==> src/rtl/decode_stage.sv <==
`default_nettype none
// ============================================================================
// Module   : decode_stage
// Purpose  : RV32I ID stage - register file, instruction decode, immediate
//            generation, load-use hazard detection and ID/EX pipeline register.
// Revision : 1.0
// ============================================================================
module decode_stage #(
  parameter logic [31:0] RESET_PC = 32'h0000_0000,
  parameter int          NREGS    = 32
) (
  input  logic        CLK,
  input  logic        RES,
  input  logic        HLT,
  input  logic        branch_taken,
  input  logic [31:0] IF_ID_pc,
  input  logic [31:0] IF_ID_inst,
  input  logic        WB_we,
  input  logic [4:0]  WB_rd,
  input  logic [31:0] WB_data,
  output logic        stall,
  output logic [31:0] ID_EX_pc,
  output logic [31:0] ID_EX_rs1_data,
  output logic [31:0] ID_EX_rs2_data,
  output logic [31:0] ID_EX_imm,
  output logic [4:0]  ID_EX_rs1,
  output logic [4:0]  ID_EX_rs2,
  output logic [4:0]  ID_EX_rd,
  output logic [3:0]  ID_EX_alu_op,
  output logic [9:0]  ID_EX_flags
);

  localparam logic [6:0] c_OP_LUI    = 7'b0110111;
  localparam logic [6:0] c_OP_AUIPC  = 7'b0010111;
  localparam logic [6:0] c_OP_JAL    = 7'b1101111;
  localparam logic [6:0] c_OP_JALR   = 7'b1100111;
  localparam logic [6:0] c_OP_BRANCH = 7'b1100011;
  localparam logic [6:0] c_OP_LOAD   = 7'b0000011;
  localparam logic [6:0] c_OP_STORE  = 7'b0100011;
  localparam logic [6:0] c_OP_IMM    = 7'b0010011;
  localparam logic [6:0] c_OP_REG    = 7'b0110011;

  logic [31:0] r_regs [NREGS];

  logic [31:0] r_pc, r_rs1_data, r_rs2_data, r_imm;
  logic [4:0]  r_rs1, r_rs2, r_rd;
  logic [3:0]  r_alu_op;
  logic [9:0]  r_flags;

  logic [6:0]  w_opcode;
  logic [2:0]  w_funct3;
  logic [4:0]  w_rd_f, w_rs1_f, w_rs2_f;
  logic        w_lui, w_auipc, w_jal, w_jalr, w_branch, w_load, w_store, w_opimm, w_reg;
  logic        w_legal, w_nop, w_illegal;
  logic        w_uses_rs1, w_uses_rs2, w_has_rd, w_reg_we, w_use_imm;
  logic [4:0]  w_rs1, w_rs2, w_rd;
  logic [31:0] w_imm, w_rs1_data, w_rs2_data;
  logic [3:0]  w_alu_op;
  logic [9:0]  w_flags;
  logic        w_stall;
  logic        w_bubble;

  assign w_opcode = IF_ID_inst[6:0];
  assign w_funct3 = IF_ID_inst[14:12];
  assign w_rd_f   = IF_ID_inst[11:7];
  assign w_rs1_f  = IF_ID_inst[19:15];
  assign w_rs2_f  = IF_ID_inst[24:20];

  assign w_lui    = (w_opcode == c_OP_LUI);
  assign w_auipc  = (w_opcode == c_OP_AUIPC);
  assign w_jal    = (w_opcode == c_OP_JAL);
  assign w_jalr   = (w_opcode == c_OP_JALR);
  assign w_branch = (w_opcode == c_OP_BRANCH);
  assign w_load   = (w_opcode == c_OP_LOAD);
  assign w_store  = (w_opcode == c_OP_STORE);
  assign w_opimm  = (w_opcode == c_OP_IMM);
  assign w_reg    = (w_opcode == c_OP_REG);

  assign w_legal   = w_lui | w_auipc | w_jal | w_jalr | w_branch | w_load | w_store | w_opimm | w_reg;
  assign w_nop     = (IF_ID_inst == 32'h0);
  assign w_illegal = ~w_legal & ~w_nop;

  assign w_uses_rs1 = w_legal & ~(w_lui | w_auipc | w_jal);
  assign w_uses_rs2 = w_reg | w_store | w_branch;
  assign w_has_rd   = w_reg | w_opimm | w_load | w_jal | w_jalr | w_lui | w_auipc;
  assign w_reg_we   = w_has_rd & (w_rd_f != 5'd0);
  assign w_use_imm  = w_legal & ~(w_reg | w_branch);

  // Unused source/destination fields are zeroed so forwarding never matches on them
  assign w_rs1 = w_uses_rs1 ? w_rs1_f : 5'd0;
  assign w_rs2 = w_uses_rs2 ? w_rs2_f : 5'd0;
  assign w_rd  = w_has_rd   ? w_rd_f  : 5'd0;

  always_comb begin
    w_imm = 32'h0;
    if (w_opimm || w_load || w_jalr)
      w_imm = {{20{IF_ID_inst[31]}}, IF_ID_inst[31:20]};
    else if (w_store)
      w_imm = {{20{IF_ID_inst[31]}}, IF_ID_inst[31:25], IF_ID_inst[11:7]};
    else if (w_branch)
      w_imm = {{19{IF_ID_inst[31]}}, IF_ID_inst[31], IF_ID_inst[7],
               IF_ID_inst[30:25], IF_ID_inst[11:8], 1'b0};
    else if (w_lui || w_auipc)
      w_imm = {IF_ID_inst[31:12], 12'h000};
    else if (w_jal)
      w_imm = {{11{IF_ID_inst[31]}}, IF_ID_inst[31], IF_ID_inst[19:12],
               IF_ID_inst[20], IF_ID_inst[30:21], 1'b0};
  end

  always_comb begin
    w_alu_op = 4'b0000;
    if (w_reg)
      w_alu_op = {IF_ID_inst[30], w_funct3};
    else if (w_opimm)
      w_alu_op = {(w_funct3 == 3'b101) ? IF_ID_inst[30] : 1'b0, w_funct3};
    else if (w_branch)
      w_alu_op = {1'b0, w_funct3};
  end

  assign w_flags = {w_branch, w_jal, w_jalr, w_load, w_store,
                    w_reg_we, w_use_imm, w_lui, w_auipc, 1'b0};

  // Read with write-through bypass from the writeback port
  assign w_rs1_data = (w_rs1 == 5'd0)                 ? 32'h0 :
                      (WB_we && (WB_rd == w_rs1))     ? WB_data : r_regs[w_rs1];
  assign w_rs2_data = (w_rs2 == 5'd0)                 ? 32'h0 :
                      (WB_we && (WB_rd == w_rs2))     ? WB_data : r_regs[w_rs2];

  assign w_stall = ~branch_taken & r_flags[6] & (r_rd != 5'd0) &
                   ((w_uses_rs1 & (w_rs1_f == r_rd)) | (w_uses_rs2 & (w_rs2_f == r_rd)));
  assign stall   = w_stall;

  assign w_bubble = branch_taken | w_stall | ~w_legal;

  always_ff @(posedge CLK or negedge RES) begin
    if (!RES) begin
      for (int i = 0; i < NREGS; i++) r_regs[i] <= 32'h0;
    end else if (WB_we && (WB_rd != 5'd0) && !HLT) begin
      r_regs[WB_rd] <= WB_data;
    end
  end

  always_ff @(posedge CLK or negedge RES) begin
    if (!RES) begin
      r_pc       <= RESET_PC;
      r_rs1_data <= 32'h0;
      r_rs2_data <= 32'h0;
      r_imm      <= 32'h0;
      r_rs1      <= 5'd0;
      r_rs2      <= 5'd0;
      r_rd       <= 5'd0;
      r_alu_op   <= 4'd0;
      r_flags    <= 10'd0;
    end else if (!HLT) begin
      if (w_bubble) begin
        // An illegal instruction keeps its PC so the trap logic can report it
        r_pc       <= (!branch_taken && !w_stall && w_illegal) ? IF_ID_pc : 32'h0;
        r_rs1_data <= 32'h0;
        r_rs2_data <= 32'h0;
        r_imm      <= 32'h0;
        r_rs1      <= 5'd0;
        r_rs2      <= 5'd0;
        r_rd       <= 5'd0;
        r_alu_op   <= 4'd0;
        r_flags    <= {9'd0, (!branch_taken && !w_stall && w_illegal)};
      end else begin
        r_pc       <= IF_ID_pc;
        r_rs1_data <= w_rs1_data;
        r_rs2_data <= w_rs2_data;
        r_imm      <= w_imm;
        r_rs1      <= w_rs1;
        r_rs2      <= w_rs2;
        r_rd       <= w_rd;
        r_alu_op   <= w_alu_op;
        r_flags    <= w_flags;
      end
    end
  end

  assign ID_EX_pc       = r_pc;
  assign ID_EX_rs1_data = r_rs1_data;
  assign ID_EX_rs2_data = r_rs2_data;
  assign ID_EX_imm      = r_imm;
  assign ID_EX_rs1      = r_rs1;
  assign ID_EX_rs2      = r_rs2;
  assign ID_EX_rd       = r_rd;
  assign ID_EX_alu_op   = r_alu_op;
  assign ID_EX_flags    = r_flags;

endmodule
`default_nettype wire
==> config.mk <==
export PLATFORM = sky130hd
export DESIGN_NAME = decode_stage
export DESIGN_NICKNAME = d
export VERILOG_FILES = /design/src/rtl/decode_stage.sv
export SDC_FILE = /design/constraint.sdc
export NUM_CORES = 2
export LEC_CHECK = 0
export CAP_MARGIN = 20
export CORE_MARGIN = 1
export CORE_UTILIZATION = 45
export CTS_BUF_LIST = sky130_fd_sc_hd__clkbuf_8
export CTS_CLUSTER_DIAMETER = 60
export DETAILED_ROUTE_END_ITERATION = 10
export HOLD_SLACK_MARGIN = 0.15
export PLACE_DENSITY_LB_ADDON = 0.3
export SLEW_MARGIN = 10
export SYNTH_ARGS = -nofsm -noshare
export SYNTH_HDL_FRONTEND = slang
export SYNTH_SLANG_ARGS = --single-unit
==> constraint.sdc <==
create_clock -name CLK -period 3.6 [get_ports CLK]
set_clock_uncertainty 0.1 [all_clocks]
set_input_delay 0.36 -clock CLK [delete_from_list [all_inputs] [get_ports CLK]]
set_output_delay 0.36 -clock CLK [all_outputs]
set_load 0.02 [all_outputs]
==> results.yml <==
clock_network:
  tritoncts: "done"
  cts_setup_buffers: 0
  clkSinkCount: 1181
  clock_latency_ns: 0.96
  cts_max_level: 4
  holdBufCountCts: 54
  clkTransAtPathRegs_ns: 0.06
  cts.repair.resized: 0
  root_buffer: "clkbuf_8"
  numCtsBuffers: 197
  clockBufferDepth: 3
synth:
  synth_top_area_share_pct: 46.9
  ys.flop_type: "dfrtp_1"
  yosys.area.top_type: "dfrtp_1"
  ys_ff_latch: 1181
  synth.distinct_cells: 88
  syn_nets: 5663
  yosysSeqAreaShare_pct: 46.9
  synthArstFlopShare_pct: 100
  syn_area_um2: 63000
  synth_edf_count: 0
  synth_warnings: 0
  synthTopCellsByArea: "dfrtp_1 (47%), mux2_2 (20%), mux2i_1 (6.2%)"
  syn_area_per_cell_um2: 11.3
  syn_inst: 5557
finish:
  finalNetCount: 5982
  fin_cells: 7913
  area_growth_pct: 19.1
  drive_gt1_share_pct: 32.4
critical_path:
  cp-end-kind: "primary output"
  criticalPathCategory: "reg -> out"
  worstPathRequired_ns: 3.14
  startpoint_type: "flip-flop"
  cp_max_fo: 5
  cp_data_arrival_time_ns: 2.97
  r2r_slack_ns: 0.64
pwr:
  p_leak_nw: 32.7
  p_per_area_nw_per_um2: 442
  finalPower_w: 0.0332
  ir_worst_vdd_uv: 373
placed_design:
  port_buffers: 263
  dp_hpwl_mm: 167
  placed_cells_incl_taps: 7470
  place_congestion: 0.962
timing:
  post-route-period-util_pct: 95.4
  fin_crit_ns: 3.43
  setup_viol_count_final: 0
  slew_headroom_pct: 25.3
  clock.fmax_ghz: 0.291
  rsz0062_at_grt: "false"
  report.final.slew_viol_count: 0
  hold_viol: 0
  worstMarginPinSlew_ns: 1.12
die:
  initial_utilization_pct: 45.6
  die_h_um: 376
  row_count: 136
  fp.dieW_um: 376
  fp.dieArea_um2: 142000
  core_um2: 138000
  num_io_pins: 264
status:
  status: "complete, but fails checks"
  violations: "DRC"
routing:
  routed_wl_mm: 271
  drt-pass1-iter-count: 11
  drt_first_iter_violations: 8290
  via_per_inst: 6.93
  vias: 54800
  drc: 2
  ant_nets: 0
  post_drt_wl_per_cell_um: 34.3
global_route:
  grt_start_max_net_pins: 140
  track_usage_pct: 37.4
  antenna_found_initial: 22
  gr-total-overflow: 0
  grt_pass1_wl_mm: 383
  grt_pass1_vias: 52700
hold_path:
  hp-class: "in -> reg"
job:
  drv_cap: 0
-- worst max-delay path: stages, from the launching register on --
cell,delay [ns]
dfrtp_1,0.48
xor2_1,0.19
nor3_1,0.29
nand3_1,0.12
nand2_1,0.08
nand2_1,0.06
nor2_1,0.15
clkdlybuf4s50_1,0.66
-- cells in the mapped netlist (16+ instances only) --
library cell  instances
a21oi_1             201
nand3b_1             18
and3_1               22
buf_1                78
nor3_1               27
o21a_1               19
o22ai_1             112
a22o_1               76
o221a_2              16
a221o_1             104
o21ai_0             302
o221ai_1             55
mux2i_1             389
nor2_1              205
nand3_1              49
a221oi_1            160
a31oi_1              41
clkbuf_1            383
o21ai_1              58
a22oi_1              22
buf_2               117
buf_4                30
nand2_1             285
a32oi_1              19
nor4_1               18
dfrtp_1            1181
a211oi_1             75
a2bb2oi_1            24
o2111ai_1            17
nand4_1              27
o31ai_1              35
mux2_2             1146
o32ai_1              16
-- sequential cells by signal (all words and copies together), names as in the netlist --
name,count
ID_EX_alu_op,4
ID_EX_flags,10
ID_EX_imm,32
ID_EX_pc,32
ID_EX_rd,5
ID_EX_rs1,5
ID_EX_rs1_data,32
ID_EX_rs2,5
ID_EX_rs2_data,32
r_regs,1024
-- report_power, final --
group          total (W)  internal, W  switching [W]
clock network     0.0125      0.00661        0.00585
logic            0.00472      0.00235        0.00237
registers         0.0160       0.0148        0.00121
total             0.0332       0.0237        0.00943
-- cells in the final DEF, fill, tap and decap left out, types with 191 or more instances in the layout --
cell / Yosys / final
dfrtp_1: 1181 / 1181
nand2_1: 285 / 266
a21oi_1: 201 / 200
mux2_2: 1146 / 1146
buf_4: 30 / 292
nor2_1: 205 / 191
mux2i_1: 389 / 389
clkdlybuf4s50_1: 0 / 256
clkbuf_8: 0 / 254
o21ai_0: 302 / 302
-- kinds of logic after synthesis --
kind of cell / after synthesis / synth area share (%)
XOR/XNOR: 19 / 0.264
flip-flops: 1181 / 46.9
multiplexers: 1535 / 26.7
AND/OR/NAND/NOR: 714 / 5.22
buffers and inverters: 628 / 4.27
AO/OA/AOI/OAI: 1480 / 16.7
-- metal layers --
metal / track usage, % / routed length (um) / vias up
li1: - / - / 21700
met1: 49.1 / 103000 / 27600
met2: 52.0 / 110000 / 4401
met3: 15.0 / 40700 / 1080
met4: 20.9 / 17700 / 20
met5: 0 / 134 / -
-- cell type report --
type	count	area [um2]
clock inverter	101	587
antenna	20	50.0
clock buffer	252	3470
timing repair buffer	739	7920
fill	11900	63100
sequential	1181	29600
multi-input combinational	3748	31100
tap	1863	2330
inverter	9	33.8
-- path summary, 6_finish.rpt --
path,to,from,cells after the start
worst max-delay path,stall,ID_EX_rd[4]$_DFFE_PN0N_,7
worst min-delay path,r_regs[960]$_DFFE_PN0P_,WB_data[0],2
worst max register to register,ID_EX_imm[11]$_DFFE_PN0N_,ID_EX_rd[0]$_DFFE_PN0N_,7
worst min register to register,r_regs[1022]$_DFFE_PN0P_,r_regs[1022]$_DFFE_PN0P_,0
max in group asynchronous,r_regs[759]$_DFFE_PN0P_,RES,5
min in group asynchronous,r_regs[157]$_DFFE_PN0P_,RES,4
-- metrics by stage --
stage / hold WS [ns] / instance area, um2 / TNS, ns / util (%) / worst slack [ns]
2_1_floorplan: -0.0356 / 63000 / 0 / - / 0.984
3_3_place_gp: 0.203 / 70200 / -0.578 / 50.8 / -0.367
3_5_place_dp: 0.206 / 70200 / -0.702 / 50.8 / -0.310
4_1_cts: 0.162 / 74800 / 0 / 54.1 / 0.0991
5_1_grt: 0.170 / 75000 / 0 / 54.3 / 0.0448
6_report: 0.171 / 75100 / 0 / 54.3 / 0.165
(Power assumes the default switching activity.)
